File: src/rtl/mem_port_arbiter.sv
// Two-port arbiter in front of a single-ported word memory.
// Ports:
//   clk, reset                 - clock, asynchronous active-low reset
//   req/we/addr/wdata<n>       - requester n access request and operands (n = 0,1)
//   gnt<n>                     - combinational grant, only in IDLE
//   done/err/rdata<n>          - registered completion pulse, reject flag, read data
//   Address/Write_data/MemRead/MemWrite - shared memory port, active during ACCESS only
//   Mem_data                   - combinational read data from the memory
module mem_port_arbiter #(
    parameter int unsigned RAM_SIZE_BIT = 8,
    parameter bit          RR_EN        = 1'b1
) (
    input  logic        clk,
    input  logic        reset,
    input  logic        req0,
    input  logic        we0,
    input  logic [31:0] addr0,
    input  logic [31:0] wdata0,
    input  logic        req1,
    input  logic        we1,
    input  logic [31:0] addr1,
    input  logic [31:0] wdata1,
    output logic        gnt0,
    output logic        gnt1,
    output logic        done0,
    output logic        done1,
    output logic        err0,
    output logic        err1,
    output logic [31:0] rdata0,
    output logic [31:0] rdata1,
    output logic [31:0] Address,
    output logic [31:0] Write_data,
    output logic        MemRead,
    output logic        MemWrite,
    input  logic [31:0] Mem_data
);

    localparam int unsigned DW       = 32;
    localparam int unsigned RANGE_LO = RAM_SIZE_BIT + 2;

    localparam logic [0:0] IDLE   = 1'b0;
    localparam logic [0:0] ACCESS = 1'b1;

    logic [0:0]    state;
    logic [0:0]    state_nxt;
    logic          lat_we;
    logic          lat_id;
    logic [DW-1:0] lat_addr;
    logic [DW-1:0] lat_wdata;
    logic          last_gnt;
    logic          any_req;
    logic          sel;
    logic          take;
    logic          reject;
    logic          acc_ok;
    logic [DW-1:0] rd_res;

    // Rejection is judged on the latched operands during ACCESS.
    assign reject = (lat_addr[1:0] != 2'b00) || ((lat_addr >> RANGE_LO) != DW'(0));

    // Next state, arbitration and memory-port drive.
    always_comb begin
        state_nxt  = state;
        any_req    = req0 | req1;
        sel        = 1'b0;
        take       = 1'b0;
        gnt0       = 1'b0;
        gnt1       = 1'b0;
        acc_ok     = 1'b0;
        Address    = '0;
        Write_data = '0;
        MemRead    = 1'b0;
        MemWrite   = 1'b0;
        rd_res     = '0;

        // Tie goes to the port not granted last (round-robin) or to port 0.
        if (req0 && req1) begin
            sel = RR_EN ? ~last_gnt : 1'b0;
        end else begin
            sel = ~req0;
        end

        case (state)
            IDLE: begin
                if (any_req) begin
                    take      = 1'b1;
                    state_nxt = ACCESS;
                end
            end
            ACCESS: begin
                state_nxt = IDLE;
                acc_ok    = ~reject;
            end
            default: state_nxt = IDLE;
        endcase

        // Grant is gated by reset so every output reads 0 while reset is held.
        gnt0 = take & reset & ~sel;
        gnt1 = take & reset & sel;

        if (acc_ok) begin
            Address    = lat_addr;
            Write_data = lat_we ? lat_wdata : '0;
            MemRead    = ~lat_we;
            MemWrite   = lat_we;
            rd_res     = lat_we ? '0 : Mem_data;
        end
    end

    // State register.
    always_ff @(posedge clk or negedge reset) begin
        if (!reset) begin
            state <= IDLE;
        end else begin
            state <= state_nxt;
        end
    end

    // Operand latch and completion registers.
    always_ff @(posedge clk or negedge reset) begin
        if (!reset) begin
            lat_we    <= 1'b0;
            lat_id    <= 1'b0;
            lat_addr  <= '0;
            lat_wdata <= '0;
            last_gnt  <= 1'b1;
            done0     <= 1'b0;
            done1     <= 1'b0;
            err0      <= 1'b0;
            err1      <= 1'b0;
            rdata0    <= '0;
            rdata1    <= '0;
        end else begin
            done0 <= 1'b0;
            done1 <= 1'b0;
            if (take) begin
                lat_we    <= sel ? we1 : we0;
                lat_addr  <= sel ? addr1 : addr0;
                lat_wdata <= sel ? wdata1 : wdata0;
                lat_id    <= sel;
                last_gnt  <= sel;
            end
            if (state == ACCESS) begin
                if (lat_id) begin
                    done1  <= 1'b1;
                    err1   <= reject;
                    rdata1 <= rd_res;
                end else begin
                    done0  <= 1'b1;
                    err0   <= reject;
                    rdata0 <= rd_res;
                end
            end
        end
    end

endmodule

File: config.mk
export PLATFORM = sky130hd
export DESIGN_NAME = mem_port_arbiter
export DESIGN_NICKNAME = d
export VERILOG_FILES = /design/src/rtl/mem_port_arbiter.sv
export SDC_FILE = /design/constraint.sdc
export NUM_CORES = 1
export LEC_CHECK = 0
export ABC_AREA = 1
export CAP_MARGIN = 5
export CORE_MARGIN = 8
export CORE_UTILIZATION = 40
export CTS_CLUSTER_DIAMETER = 30
export CTS_CLUSTER_SIZE = 12
export DETAILED_ROUTE_END_ITERATION = 8
export PLACE_DENSITY = 0.82
export SETUP_SLACK_MARGIN = 0.1
export SYNTH_ARGS = -nofsm -noshare
export SYNTH_HDL_FRONTEND = slang
export SYNTH_SLANG_ARGS = --single-unit
export TNS_END_PERCENT = 20
File: constraint.sdc
create_clock -name clk -period 2 [get_ports clk]
set_clock_uncertainty 0.15 [all_clocks]
set_input_delay 0.6 -clock clk [delete_from_list [all_inputs] [get_ports clk]]
set_output_delay 0.6 -clock clk [all_outputs]
set_load 0.05 [all_outputs]
### Yosys cells after proc, flatten, opt, wreduce, memory -nomap -nowiden

Cells that the tools add are included.

| storage, ports and cells | value |
|---|---|
| register bits | 136 |
| output and inout port bits | 136 |

| operators by class | value |
|---|---|
| multiplexer cells | 19 |
| bitwise logic cells | 11 |
| reductions and logical operators | 6 |

Operators with widths:

| cell | number |
|---|---|
| $mux 32 | 7 |
| $reduce_bool 32->1 | 1 |
| $mux 1 | 11 |
| $not 1->1 | 7 |
| $reduce_and 2->1 | 2 |
| $and 1x1->1 | 3 |
| $pmux 1 s2 | 1 |
| $reduce_bool 2->1 | 1 |
| $logic_and 1x1->1 | 1 |
| $logic_or 1x1->1 | 1 |
| $or 1x1->1 | 1 |

### Logic depth before layout (Yosys ltp)

| depth | value |
|---|---|
| depth after elaboration | 5 |
| gate-level depth with buffers | 9 |
| depth with buffers taken out | 7 |

### Worst setup path before layout

No wires, ideal clock.

| path | value |
|---|---|
| kind | input -> output |
| from | input port req1 |
| to | output port gnt0 |
| arrival | 1.880 ns |
| path slack | -0.630 ns |
| stages | 5 |
| cell sequence | nor2_1 nor2_2 clkbuf_1 nand2_1 nor2_1 |

| between the ends | value |
|---|---|
| longest elaborated chain between the ends | 5 |
| elaborated cells between the ends (all ways) | 8 |

Ends and longest elaborated chain:

| what | RTL line | RTL |
|---|---|---|
| from (decl) | 19 | `input logic req1,` |
| $or 1x1->1 | 64 | `any_req = req0 \| req1;` |
| $mux 1 | 85 | `if (any_req) begin` |
| $mux 1 | 83 | `case (state)` |
| $and 1x1->1 | 98 | `gnt0 = take & reset & ~sel;` |
| $and 1x1->1 * | 98 |  |
| to (decl) | 23 | `output logic gnt0,` |

Mark *: on every way between the ends. The rest lies on a longest branch, timed or not.

### Worst setup path after layout

| path | value |
|---|---|
| from | register lat_addr[14] |
| to | output port MemWrite |

| between the ends | value |
|---|---|
| longest elaborated chain between the ends | 5 |

Ends and longest elaborated chain:

| what | RTL line | RTL |
|---|---|---|
| from (decl) | 48 | `logic [DW-1:0] lat_addr;` |
| from (signal assigned) | 138 | `lat_addr <= sel ? addr1 : addr0;` |
| $reduce_bool 32->1 | 59 | `assign reject = (lat_addr[1:0] != 2'b00) \|\| ((lat_addr >> RANGE_LO) != DW'(0));` |
| $logic_or 1x1->1 | 59 |  |
| $not 1->1 | 92 | `acc_ok = ~reject;` |
| $mux 1 | 83 |  |
| $mux 1 | 101 | `if (acc_ok) begin` |
| to (decl) | 34 | `output logic MemWrite,` |

Every way passes these cells.

==> results.md <==
- CTS H-Tree Depth: 4
- Crit path launch: lat_addr[14]
- Final hold vios: 0
- CP endpoint kind: primary output
- Arrival time of the worst setup path: 1.94 ns
- Cell taking the most area after synthesis: dfrtp_1
- TritonCTS clock tree: built
- Starting Density: 40.7%
- Syn_area_per_cell: between 7 and 8 um^2
- Hold WC Path Type: input pin to asynchronous set/reset pin
- IO Port Bufs: ~280
- Post-Layout Cell Count: 1330
- Post-route cell area: about 11000 um^2
- Maximum vdd drop: 0.564 mV
- Placed insts: 1293
- Relative slew slack: between 40% and 50%
- Area contributors post-synth: dfrtp_1 52%, nand2_1 11%, nor2_1 9.2%
- Clock Latency Late Sink: between 0.4 and 0.5 ns
- Netlist cell types: 22
- All-Layer GR Usage: 22.0%
- Pin count of the biggest net entering global routing: 137
- DP HPWL: 16400 um
- Cell area after placement: approximately 10000 um^2
- Max-cap check violation count: 0
- Initial antenna violation count: 0
- Crit path max-delay family: simple AND/OR/NAND/NOR gates
- Number of global-route vias before repair: 6691
- CP max-delay cell: dfrtp_1
- Die W: 143 um
- Crit path max fanout: 7
- Finished Core Util: 70.7%
- Root Driver: clkbuf_16
- Area grow syn2layout: 73.9%
- Routed WL: 22700 um
- Yosys top cell area share: 52.5%
- Hold Slack: 0.139 ns
- Worst Path Buf+Inv: 4
- Final Cycle Share: 135%
- Post-synth ARST share: 100%
- Via count: 6497
- R2R Path End: rdata1[11]
- Sequential share of the synthesized area: 52.9%
- Register-to-Register Path Depth: 10
- Residual DRC count: 0
- First-pass GRT wire length: about 35000 um
- Pleak: 5.29 nW
- Via density: 4.88
- Clock tree sinks: around 140
- Post-synth EDFFs: 0
- Fraction of layout cells with a size suffix above 1: a little over a fifth
- Total power: 8.13 mW
- FP Rows: 46
- Syn Std Cell Area: 6440 um^2
- RSZ-0062 raised after global routing: yes
- Top-count cell post-synth: nand2_1
- Max clock buf depth: 2
- Antenna violation net count after detailed routing: 0
- Worst r2r src: lat_addr[14]
- Mean routed wirelength per cell: 17.1 um
- Crit-path cells: nor2_1, nand2_1, nor2_2, nand2_2, nor2_4, nand2_4, buf_12, buf_6, clkinvlp_4, buf_12
- CTS buffer count: 17
- Crit-path most repeated cell: buf_12
- Failing checks: setup timing
- Final Wtd Congestion: 0.798
- Worst slack, placed: -0.512 ns
- Synth Flop Type: dfrtp_1
- Commonest cells in the netlist: 186 x nand2_1, 157 x nor2_1, 135 x dfrtp_1
- Crit path kind: register to primary output
- Die Y: 143 um
- Yosys warns: 0
- CP Launch Type: register
- Status: finished with violations
- Setup slack, reg-to-reg: 0.10 ns
- FF+latch count, synth: 136
- Setup TNS: -27.79 ns
- Crit path largest cell delay: 0.39 ns
- Core region area: 15800 um^2
- Required time of the critical path: 1.25 ns
- Max-slew violations: 0
- Max Clk Rate: 0.372 GHz
- Worst Tran Pin Value: 0.813 ns
- Post-Syn Instances: 821
- # IOs: approximately 300
- Min setup slack post-route: -0.691 ns
- Die area: 20400 um^2
- Reg clk slew, reported paths: around 0.060 ns
- # nets final: between 1000 and 1500
- Detailed Routing Iterations Pass 1: 6
- Gr ovfl total: 0
- Final setup violation count: 44
- Power per standard cell area: between 700 and 800 nW/um^2
- DR iter-0 viols: 263
- Post-route minimum period: 2.69 ns
cell usage in the layout, fill, tap and decap left out:
master           synthesis  routed
nand2_1                186     183
clkdlybuf4s50_1          0     162
dfrtp_1                135     135
nor2_1                 157     112
buf_12                   0      83
inv_1                   81      78
nand3_1                 64      64
buf_4                   24      63
nor2_4                   1      45
o21ai_0                 44      44
o22ai_1                 42      42
conb_1                   1      24
a31oi_1                 23      23
clkbuf_16                0      19
clkinvlp_4               0       6
buf_6                    4       5
clkbuf_8                 0       3
nor2_2                   1       2
nand2_4                  0       2
inv_2                    1       2
a21oi_1                  2       2
bufinv_16                0       2
dlygate4sd2_1            0       2
diode_2                  0       1
nor3_1                   1       1
nand2_2                  0       1
inv_8                    0       1
a21oi_4                  0       1
clkinv_1                 1       1
clkinv_4                 0       1
clkinv_2                 0       1
clkbuf_1                27       1
inv_6                    0       1
dfstp_2                  1       1
how the worst max path moves through the flow:
stage	to	cells after the start
finish	MemWrite	10
floorplan	Write_data[10]	8
CTS	MemWrite	10
detailed placement	lat_wdata[8]	7
global route	MemWrite	10
global placement	gnt1	6
power breakdown:
part | internal, mW | switching (mW) | total (mW)
sequential | 3.06 | 0.132 | 3.19
combinational | 0.730 | 1.10 | 1.83
clock | 1.93 | 1.19 | 3.12
total | 5.72 | 2.42 | 8.13
timing repair:
item,4_1_cts,5_1_grt
pin swaps,4,10
hold endpoints to repair,0,0
cloned,0,2
hold buffers,0,0
gates resized for setup,11,5
setup endpoints to repair,135,114
setup buffers,1,2
routing by layer:
layer / vias to the layer above / share of wire, % / global-route usage, %
met5: - / 0 / 0
met4: 0 / 2.4 / 9.06
met3: 35 / 9.1 / 6.84
met2: 299 / 51 / 37.9
met1: 3045 / 38 / 24.8
li1: 3118 / - / -
cell type report:
| class | instances | area (um^2) |
|---|---|---|
| clock inverters | 10 | 120 |
| diodes | 1 | 2.50 |
| clock buffers | 21 | 470 |
| multi-input cells | 546 | 2720 |
| well taps | 216 | 270 |
| fillers | 1175 | 4630 |
| flip-flops and latches | 136 | 3400 |
| inverters | 83 | 323 |
| repair buffers | 317 | 3880 |
state kept, by name, indices dropped and copies added (netlist names):
register / flops
done1: 1
state: 1
done0: 1
err1: 1
rdata1: 32
lat_we: 1
err0: 1
lat_addr: 32
last_gnt: 1
lat_id: 1
rdata0: 32
lat_wdata: 32
cell families after synthesis:
logic type / Yosys count / synth area share (%)
simple gates: 410 / 25.3
buf+inv: 162 / 11.7
flops: 136 / 52.9
compound gates: 112 / 10.0
other cells: 1 / 0.0582
No activity file was read; power rests on OpenSTA's default activity.
